$ cat src/rtl/hmr_dmr_mode_ctrl.sv
// Sequences halt -> cache flush -> core resync for independent/DMR mode changes of the HMR core pair,
// counts DMR mismatches and auto-resyncs after each one, and falls back to independent mode after repeated failures.
// Latency: a request or failure is acted on in the next cycle. Backpressure: requests are held off while busy or on a failure cycle.
module hmr_dmr_mode_ctrl #(
    parameter int unsigned TimeoutCycles = 1024,
    parameter int unsigned ResetCycles   = 4,
    parameter int unsigned MaxFailures   = 3,
    parameter int unsigned CntWidth      = 8
) (
    input  logic                clk_i,
    input  logic                rst_ni,
    input  logic                mode_req_valid_i,
    input  logic                mode_req_dmr_i,
    output logic                mode_req_ready_o,
    input  logic                dmr_failure_i,
    input  logic [1:0]          core_halted_i,
    input  logic [1:0]          dcache_flush_ack_i,
    input  logic [1:0]          wbuffer_empty_i,
    output logic [1:0]          core_halt_req_o,
    output logic [1:0]          dcache_flush_o,
    output logic [1:0]          core_rst_no,
    output logic                dmr_mode_active_o,
    output logic                busy_o,
    output logic [CntWidth-1:0] fail_count_o,
    output logic                timeout_o,
    output logic                fatal_o,
    input  logic                status_clear_i
);

    localparam int unsigned TimerWidth = $clog2(TimeoutCycles + ResetCycles + 1);
    localparam logic [TimerWidth-1:0] TimeoutLast = TimerWidth'(TimeoutCycles - 1);
    localparam logic [TimerWidth-1:0] ResetLast   = TimerWidth'(ResetCycles - 1);
    localparam logic [CntWidth-1:0]   CntMax      = '1;
    localparam logic [CntWidth:0]     FailLimit   = (CntWidth + 1)'(MaxFailures);

    typedef enum logic [1:0] {
        IDLE   = 2'd0,
        HALT   = 2'd1,
        FLUSH  = 2'd2,
        RESYNC = 2'd3
    } state_e;

    state_e                state_q, state_d;
    logic                  mode_q, mode_d;
    logic                  target_q, target_d;
    logic                  is_recovery_q, is_recovery_d;
    logic [TimerWidth-1:0] timer_q, timer_d;
    logic [1:0]            flush_done_q, flush_done_d;
    logic [CntWidth-1:0]   fail_count_q, fail_count_d;
    logic                  timeout_q, timeout_d;
    logic                  fatal_q, fatal_d;

    logic                  fail_event;
    logic [1:0]            active_mask;
    logic [CntWidth-1:0]   fail_inc;
    logic                  flush_complete;

    // In DMR the pair shares cache0; cache1 is idle and needs no flush.
    assign fail_event     = mode_q & dmr_failure_i;
    assign active_mask    = mode_q ? 2'b01 : 2'b11;
    assign fail_inc       = (fail_count_q == CntMax) ? fail_count_q : fail_count_q + 1'b1;
    assign flush_complete = ((flush_done_q & active_mask) == active_mask) &&
                            ((wbuffer_empty_i & active_mask) == active_mask);

    always_ff @(posedge clk_i or negedge rst_ni) begin
        if (!rst_ni) begin
            state_q       <= IDLE;
            mode_q        <= 1'b0;
            target_q      <= 1'b0;
            is_recovery_q <= 1'b0;
            timer_q       <= '0;
            flush_done_q  <= 2'b00;
            fail_count_q  <= '0;
            timeout_q     <= 1'b0;
            fatal_q       <= 1'b0;
        end else begin
            state_q       <= state_d;
            mode_q        <= mode_d;
            target_q      <= target_d;
            is_recovery_q <= is_recovery_d;
            timer_q       <= timer_d;
            flush_done_q  <= flush_done_d;
            fail_count_q  <= fail_count_d;
            timeout_q     <= timeout_d;
            fatal_q       <= fatal_d;
        end
    end

    always_comb begin
        state_d          = state_q;
        mode_d           = mode_q;
        target_d         = target_q;
        is_recovery_d    = is_recovery_q;
        timer_d          = timer_q;
        flush_done_d     = flush_done_q;
        fail_count_d     = fail_count_q;
        timeout_d        = timeout_q;
        fatal_d          = fatal_q;
        mode_req_ready_o = 1'b0;
        core_halt_req_o  = 2'b00;
        dcache_flush_o   = 2'b00;
        core_rst_no      = 2'b11;

        unique case (state_q)
            IDLE: begin
                mode_req_ready_o = ~fail_event;
                if (fail_event) begin
                    fail_count_d  = fail_inc;
                    is_recovery_d = 1'b1;
                    if ({1'b0, fail_inc} >= FailLimit) begin
                        target_d = 1'b0;
                        fatal_d  = 1'b1;
                    end else begin
                        target_d = 1'b1;
                    end
                    timer_d = '0;
                    state_d = HALT;
                end else if (mode_req_valid_i && (mode_req_dmr_i != mode_q)) begin
                    target_d      = mode_req_dmr_i;
                    is_recovery_d = 1'b0;
                    timer_d       = '0;
                    state_d       = HALT;
                end
                if (status_clear_i) begin
                    fail_count_d = '0;
                    timeout_d    = 1'b0;
                    fatal_d      = 1'b0;
                end
            end

            HALT, FLUSH: begin
                core_halt_req_o = 2'b11;
                timer_d         = timer_q + 1'b1;
                if (timer_q == TimeoutLast) begin
                    // A stuck recovery cannot return to a broken DMR pair: resync into independent mode.
                    timeout_d = 1'b1;
                    if (is_recovery_q) begin
                        target_d = 1'b0;
                        fatal_d  = 1'b1;
                        mode_d   = 1'b0;
                        timer_d  = '0;
                        state_d  = RESYNC;
                    end else begin
                        state_d = IDLE;
                    end
                end else if (state_q == HALT) begin
                    if (&core_halted_i) begin
                        flush_done_d = 2'b00;
                        state_d      = FLUSH;
                    end
                end else begin
                    dcache_flush_o = active_mask & ~flush_done_q;
                    flush_done_d   = flush_done_q | (dcache_flush_ack_i & active_mask);
                    if (flush_complete) begin
                        mode_d  = target_q;
                        timer_d = '0;
                        state_d = RESYNC;
                    end
                end
            end

            RESYNC: begin
                core_halt_req_o = 2'b11;
                core_rst_no     = 2'b00;
                timer_d         = timer_q + 1'b1;
                if (timer_q == ResetLast) begin
                    state_d = IDLE;
                end
            end

            default: begin
                state_d = IDLE;
            end
        endcase
    end

    assign dmr_mode_active_o = mode_q;
    assign busy_o            = (state_q != IDLE);
    assign fail_count_o      = fail_count_q;
    assign timeout_o         = timeout_q;
    assign fatal_o           = fatal_q;

endmodule

$ cat config.mk
export PLATFORM = sky130hd
export DESIGN_NAME = hmr_dmr_mode_ctrl
export DESIGN_NICKNAME = d
export VERILOG_FILES = /design/src/rtl/hmr_dmr_mode_ctrl.sv
export SDC_FILE = /design/constraint.sdc
export NUM_CORES = 1
export LEC_CHECK = 0
export CAP_MARGIN = 20
export CORE_MARGIN = 4
export CORE_UTILIZATION = 52
export CTS_CLUSTER_SIZE = 12
export DETAILED_ROUTE_END_ITERATION = 10
export GPL_ROUTABILITY_DRIVEN = 1
export PLACE_DENSITY = 0.88
export RECOVER_POWER = 50
export SYNTH_ARGS = -nofsm -noshare
export SYNTH_HDL_FRONTEND = slang
export SYNTH_SLANG_ARGS = --single-unit
$ cat constraint.sdc
create_clock -name clk_i -period 5.6 [get_ports clk_i]
set_input_delay 1.12 -clock clk_i [delete_from_list [all_inputs] [get_ports clk_i]]
set_output_delay 1.12 -clock clk_i [all_outputs]
set_load 0.02 [all_outputs]
**After elaboration in Yosys (flattened, before gate mapping)**

Index checks and enable logic that the tools add are counted.

- Register bits after elaboration: 28
- Output and inout port bits: 19
- Word-level logic and storage cells: 109

- $add $sub $neg: 2
- $lt $le $gt $ge: 1
- Equality and inequality tests: 21
- Multiplexer cells: 48
- Bitwise logic cells: 9
- Reduce and logical (&&, ||, !) cells: 19

Operators by type and width:

| cell | number |
|---|---|
| 2-to-1 mux 11 bit | 6 |
| case mux 11 bit (3 select lines) | 1 |
| 2-to-1 mux 2 bit | 16 |
| 2-to-1 mux 8 bit | 3 |
| 2-to-1 mux 1 bit | 18 |
| inequality test 2 bit (second input constant) | 6 |
| AND reduction 4 bit | 3 |
| adder 11 x 1 -> 11 bit (second input constant) | 1 |
| == test 11 x 10 -> 1 bit (second input constant) | 1 |
| == test 11 x 2 -> 1 bit (second input constant) | 1 |
| nonzero test 2 bit | 5 |
| inequality test 3 bit (second input constant) | 3 |
| adder 8 x 1 -> 8 bit (second input constant) | 1 |
| AND 2 bit | 4 |
| == test 8 bit (second input constant) | 1 |
| greater-or-equal comparator 8 x 2 -> 1 bit (second input constant) | 1 |
| inequality test 4 bit (second input constant) | 2 |
| case mux 1 bit (2 select lines) | 3 |
| case mux 2 bit (3 select lines) | 1 |
| AND reduction 2 bit | 3 |
| AND reduction 3 bit | 2 |
| AND reduction 5 bit | 1 |
| == test 2 bit | 2 |
| == test 2 bit (second input constant) | 2 |
| 11 further kinds | 13 |

**Logic depth before layout (Yosys ltp)**

Gate-level depths: netlist of run 1.

- Depth in word-level cells: 8
- Depth in mapped cells: 8
- Depth with buffers taken out: 7

**Worst setup path before layout of run 1**

No wires, ideal clock.

- Kind: register to output
- Start: register timer_q[0]
- End: output dcache_flush_o[1]
- Arrival: 1.712 ns
- Data required time: 4.480 ns
- Slack: 2.768 ns
- Cell stages (with the launch flop): 7
- Buffers on the path: 1
- Cell sequence: dfrtp_1 ha_1 nand3_1 or4_1 clkbuf_2 nand2_1 nor4_1

- Word-level cells in the longest chain between the ends: 3

Ends and longest elaborated chain:

| element | RTL line | source |
|---|---|---|
| from (decl) | 47 | `logic [TimerWidth-1:0] timer_q, timer_d;` |
| from (signal assigned) | 81 | `timer_q <= timer_d;` |
| == test 11 x 10 -> 1 bit | 134 | `if (timer_q == TimeoutLast) begin` |
| 2-to-1 mux 2 bit | 134 |  |
| 2-to-1 mux 2 bit | 104 | `unique case (state_q)` |
| to (decl) | 20 | `output logic [1:0] dcache_flush_o,` |

No other way between the ends.

**Worst setup path in the final report of run 1**

Same ends and word-level chain as after synthesis.

==> metrics.md, run 1 <==
| Metric | Value |
|---|---|
| Status | finished with violations |
| Failing checks | capacitance limit, slew limit |
| Highest net fanout along the worst path | 12 |
| Setup ws final | 1.68 ns |
| PD cells | 137 nW/µm² |
| Share of the synthesized area in the top cell type | 37.2% |
| Hold Path Sink | dmr_mode_active_o |
| Count leader, synth | dfrtp_1 |
| Post-synth EDFFs | 0 |
| Die width | 68.2 µm |
| H-tree Lvls | 1 |
| Crit path buffers/inverters | 1 |
| Drt first-iter violations | 196 |
| Share of layout cells above drive strength 1 | 4.49% |
| Max Fclk | 255 MHz |
| RSZ-0062 raised after global routing | false |
| Clk_skew | 0.0102 ns |
| Die Y | 68.2 µm |
| Synth area leader | dfrtp_1 |
| Pre-CTS setup slack | 2.02 ns |
| FF+latch area | 701 µm² |
| Clock Power Share | 27.3% |
| Initial antenna violation count | 0 |
| R2R Path End | timer_q[6] |
| R2R depth | 6 |
| FF-to-FF setup slack | 2.53 ns |
| Critical R2R Launch | timer_q[0] |
| YS warnings | 0 |
| I/O pins | 31 |
| Fillers | 287 |
| Power share of the sequential group | 66.8% |
| IO buf count | 30 |
| Min Tclk post-route | 3.92 ns |
| Via count | 1826 |
| Slew HR | -0.592% |
| Fin crit share | 70.1% |
| Top_reg_cell synth | dfrtp_1 |
| Synth async-reset ratio | 100% |
| WP data required | 4.48 ns |
| Hold_sp | target_q |
| Internal | 0.000236 W |
| Root buf cell | clkbuf_4 |
| GRT Overall Usage | 21.3% |
| Crit path max-delay family | simple AND/OR/NAND/NOR gates |
| CTS buffer count | 3 |
| NetSw | 0.0000666 W |
| # rows | 21 |
| Fin nets | 266 |
| Finished Core Util | 64.8% |
| Total negative slack | 0 ns |
| LEAKAGE | 0.923 nW |
| Slowest cell on the critical path | or4_1 |
| Worst-path clk slew | 0.13 ns |
| Cts repair resizes | 0 |
| Worst path cell trace | ha_1 -> nand3_1 -> or4_1 -> nand2_1 -> nor4_1 -> clkdlybuf4s50_1 |
| Largest net degree at the start of global routing | 29 |
| Via-per-instance ratio | 6.27 |
| DRT Wirelength | 4520 µm |
| Critical path class | reg2out |
| Max VDD drop | 103 µV |
| Die area | 4650 µm² |
| Crit end category | output port |
| Final Setup Violations | 0 |
| DP HPWL | 3340 µm |
| Synth cell types | 47 |
| TritonCTS clock tree | yes |
| Hold Path Stages | 2 |
| Clock Latency Late Sink | 0.33 ns |
| Commonest cells in the netlist | 28 x dfrtp_1, 23 x nand2_1, 19 x nor2_1 |
| Final Wtd Congestion | 0.929 |
| Ant. Diodes | 0 |
| Synthesized flop and latch total | 28 |
| Sink count of the clock tree | 28 |
| Total Power | 0.000303 W |
| Post-CTS Setup Inserts | 0 |
| Mean post-synth cell area | 8.44 µm² |
| Clk buf depth | 2 |
| WL/cell | 15.5 µm |
| CP Launch Type | flip-flop |
| Netlist Area Pre-Place | 1880 µm² |
| Initial core utilization | 55.1% |
| Syn Inst Count | 223 |
| Net Count, Synth | 242 |
| Slew @ Worst Pin | 1.51 ns |
| Slowest stage delay, CP | 0.75 ns |
| Multi-input gate area in the final layout | 1080 µm² |
| Wire length of the first global-routing pass | 7560 µm |
| Hold Violations, Final | 0 |
| Worst min path class | reg2reg |
| DRC | 0 |
| Post-DRT Antenna Nets | 0 |
| Crit path arrival time | 2.80 ns |
| Core area | 3420 µm² |
| Max-Cap Viols | 1 |
| Synth top area cells | dfrtp_1 37%, ha_1 4.7%, nand2_1 4.6% |
| Area Growth Syn to Fin | 17.5% |
| Combinational power share | 5.9% |
| Drt pass-1 iters | 5 |
| Net Sw Frac | 22.0% |
| # hold bufs at CTS | 0 |
| Number of global-route vias before repair | 1588 |
| Register area share after synthesis | 37.2% |
| Max-slew violations | 29 |
| Remaining Overflow, GRT | 0 |
[logic make-up after synthesis]
family                   count (synthesis)  share of synthesized area, %
flip-flops                              28                          37.2
XOR/XNOR                                 1                         0.465
adder cells (fa/ha/maj)                  7                          4.65
buffers and inverters                   25                          5.65
multiplexers                             5                          2.72
AND/OR/NAND/NOR                         83                          22.1
AO/OA/AOI/OAI                           74                          27.2
[layer usage]
metal	up-vias	GRT usage [%]	wire [µm]
met4	0	7.44	56
met2	78	34.4	2080
met3	8	2.30	304
met1	854	29.5	2080
met5	-	0	0
li1	886	-	-
[per-stage QoR]
step / hold WS, ns / instance area [µm²] / std cells
global placement: 0.487 / 2190 / 288
floorplan: 0.462 / 1880 / 223
finish: 0.517 / 2210 / 291
global route: 0.558 / 2210 / 291
detailed placement: 0.492 / 2190 / 288
CTS: 0.524 / 2220 / 291
[state kept, by name, indices dropped and copies added, names as in the netlist]
| signal | flops |
|---|---|
| dmr_mode_active_o | 1 |
| fail_count_o | 8 |
| is_recovery_q | 1 |
| timer_q | 11 |
| fatal_o | 1 |
| state_q | 2 |
| flush_done_q | 2 |
| timeout_o | 1 |
| target_q | 1 |
[worst min-delay path, stage by stage (launching register included)]
cell	delay, ns
dfrtp_1	0.37
nand3_1	0.06
o21ai_0	0.06
[area by class of cell]
| cell class | instances | share of cell area [%] |
|---|---|---|
| clock buffers | 3 | 1.02 |
| inverters | 12 | 2.04 |
| multi-input cells | 170 | 48.6 |
| flip-flops and latches | 28 | 31.7 |
| well taps | 46 | 2.60 |
| repair buffers | 32 | 14.1 |
[layout by cell type, fill, tap and decap left out, drive strengths merged, types with 2 or more instances in the layout]
cell type      count
nor4               6
ha                 7
a21boi             2
o2bb2ai            5
o21bai             2
o21a               2
nor3               5
nand2             23
inv               12
mux2i              4
o21ai             13
dlygate4sd3        4
or4                2
o31ai              3
o41ai              4
a41oi              2
nand2b             3
a211oi             3
nor2              19
clkbuf             4
dfrtp             28
and3               8
a22oi              8
nand3              6
clkdlybuf4s50     26
nor2b              2
or2                2
o22ai              4
a31o               2
nand4              2
a21oi             14
nor3b              3
a31oi              2
[worst max path at each step]
stage | from | to | slack (ns) | depth (start not counted)
global route | state_q[0] | mode_req_ready_o | 1.53 | 5
global placement | dmr_failure_i | mode_req_ready_o | 2.02 | 3
finish | timer_q[0] | dcache_flush_o[1] | 1.68 | 6
CTS | timer_q[1] | dcache_flush_o[1] | 1.70 | 6
floorplan | timer_q[0] | dcache_flush_o[1] | 2.77 | 6
detailed placement | dmr_failure_i | mode_req_ready_o | 2.02 | 3
[power groups by stage]
stage / registers, W / clock network, W / logic [W]
global placement: 0.000206 / 0 / 0.0000186
CTS: 0.000202 / 0.0000856 / 0.0000188
floorplan: 0.000206 / 0 / 0.00000469
detailed placement: 0.000206 / 0 / 0.0000187
global route: 0.000202 / 0.0000924 / 0.0000195
finish: 0.000202 / 0.0000828 / 0.0000178
No activity file was read; power rests on OpenSTA's default activity.
==> run 2: changes to the inputs <==
- clock period: 5.6 -> 3.7 ns (I/O delays scaled with it)
==> run 2 against run 1 <==
The run now ends clean. Sequential power rose by 51%. Via count is 0.27% higher. Non-clock buffer count grew 2. Clock skew is 0.0068 ns lower. Sequential share of layout area down 0.46 points. Power grew 61%. Worst setup slack lost 1.4 ns. Sequential cell count stayed put. Die area is the same. Largest power group unchanged.
==> metrics.md, run 2 (synthesis results as in run 1) <==
| Metric | Value |
|---|---|
| Top reg by flops | timer_q |
| Clock Power Share | 31.4% |
| # rows | 21 |
| Highest net fanout along the worst path | 12 |
| Worst-path clk slew | 0.15 ns |
| Number of global-route vias before repair | 1700 |
| H-tree Lvls | 1 |
| Crit end category | output port |
| Die width | 68.2 µm |
| Pre-CTS setup slack | 0.541 ns |
| FF-to-FF setup slack | 1.04 ns |
| PD cells | 216 nW/µm² |
| GRT Overall Usage | 21.4% |
| Hold Violations, Final | 0 |
| Post-DRT Antenna Nets | 0 |
| DRT Wirelength | 4510 µm |
| Core area | 3420 µm² |
| Max VDD drop | 129 µV |
| IO buf count | 30 |
| RSZ-0062 raised after global routing | false |
| Placed inst area | 2210 µm² |
| WL/cell | 15.3 µm |
| CTS buffer count | 3 |
| Die Y | 68.2 µm |
| Worst min path class | reg2reg |
| Initial core utilization | 55.1% |
| Internal | 0.000380 W |
| Initial antenna violation count | 0 |
| # hold bufs at CTS | 0 |
| Final Setup Violations | 0 |
| Min Tclk post-route | 3.47 ns |
| Cts repair resizes | 0 |
| Fin nets | 268 |
| Crit path arrival time | 2.73 ns |
| DP HPWL | 3340 µm |
| Clock Latency Late Sink | 0.33 ns |
| Commonest non-fill, non-tap cell in the layout | dfrtp_1 |
| CP Launch Type | flip-flop |
| DRC | 0 |
| Root buf cell | clkbuf_4 |
| Post-CTS Setup Inserts | 0 |
| Status | finished, final reports clean |
| Cell area after layout | 2250 µm² |
| Die area | 4650 µm² |
| Clk_skew | 0.00343 ns |
| Most frequent cells in the layout | 28 x dfrtp_1, 24 x clkdlybuf4s50_1, 23 x nand2_1, 19 x nor2_1, 14 x a21oi_1 |
| Max-Cap Viols | 0 |
| Total negative slack | 0 ns |
| Via count | 1831 |
| Combinational power share | 5.6% |
| Wire length of the first global-routing pass | 7730 µm |
| Max reg flops | 11 |
| Largest net degree at the start of global routing | 29 |
| Via-per-instance ratio | 6.23 |
| I/O pins | 31 |
| Share of layout cells above drive strength 1 | 6.05% |
| LEAKAGE | 0.947 nW |
| WP data required | 2.96 ns |
| Max Fclk | 288 MHz |
| Drt first-iter violations | 166 |
| Drt pass-1 iters | 4 |
| Net Sw Frac | 21.9% |
| Slew HR | 2.85% |
| Fin crit share | 93.9% |
| Setup ws final | 0.225 ns |
| Power share of the sequential group | 63.0% |
| Remaining Overflow, GRT | 0 |
| Clk buf depth | 2 |
| Ant. Diodes | 0 |
| Area Growth Syn to Fin | 19.3% |
| Critical path class | reg2out |
| Slew @ Worst Pin | 1.46 ns |
| Final Wtd Congestion | 0.923 |
| TritonCTS clock tree | yes |
| NetSw | 0.000106 W |
| Sink count of the clock tree | 28 |
| Max-slew violations | 0 |
[run 2: cell types whose count changed in the layout (fill, tap and decap cells not counted), sizes merged]
cell / previous run / this run
clkdlybuf4s50: 26 / 24
clkbuf: 4 / 5
dlygate4sd3: 4 / 6
buf: 1 / 3
[run 2: final timing paths]
path,start,to,cells after the start
setup / recovery,timer_q[0],dcache_flush_o[1],6
hold / removal,target_q,dmr_mode_active_o,2
setup reg to reg,timer_q[0],timer_q[6],7
hold reg to reg,target_q,dmr_mode_active_o,2
max in group asynchronous,rst_ni,timer_q[6],2
min in group asynchronous,rst_ni,fatal_o,2
[run 2: power by group through the flow]
| stage | registers (W) | logic [W] | clock network [W] |
|---|---|---|---|
| CTS | 0.000306 | 0.0000286 | 0.000155 |
| global route | 0.000306 | 0.0000300 | 0.000169 |
| floorplan | 0.000312 | 0.00000710 | 0 |
| global placement | 0.000312 | 0.0000283 | 0 |
| finish | 0.000306 | 0.0000271 | 0.000153 |
| detailed placement | 0.000312 | 0.0000284 | 0 |
[run 2: area by class of cell]
| class | count | area, µm² |
|---|---|---|
| clock buffers | 4 | 36.3 |
| fillers | 289 | 1170 |
| inverters | 12 | 45.0 |
| multi-input cells | 170 | 1080 |
| flip-flops and latches | 28 | 701 |
| well taps | 46 | 57.6 |
| repair buffers | 34 | 327 |
[run 2: metrics by stage]
step / power, W / cells / util [%] / hold slack (ns)
5_1_grt: 0.000505 / 294 / 65.8 / 0.575
3_5_place_dp: 0.000340 / 290 / 64.7 / 0.500
3_3_place_gp: 0.000340 / 290 / 64.7 / 0.483
2_1_floorplan: 0.000319 / 223 / - / 0.444
6_report: 0.000486 / 294 / 65.8 / 0.535
4_1_cts: 0.000490 / 294 / 65.8 / 0.536
[run 2: routing by layer]
layer	global-route usage [%]	routed length, µm	part of all wire, %
met1	31.2	2070	46
met2	33.5	2070	46
met3	2.30	303	6.7
met4	6.45	65	1.4
met5	0	0	0
[run 2: worst max-delay path, cell delays in order, from the launching register on]
cell	delay (ns)
dfrtp_1	0.45
ha_1	0.24
nand3_1	0.33
or4_4	0.68
nand2_1	0.11
nor4_1	0.05
clkdlybuf4s50_1	0.55
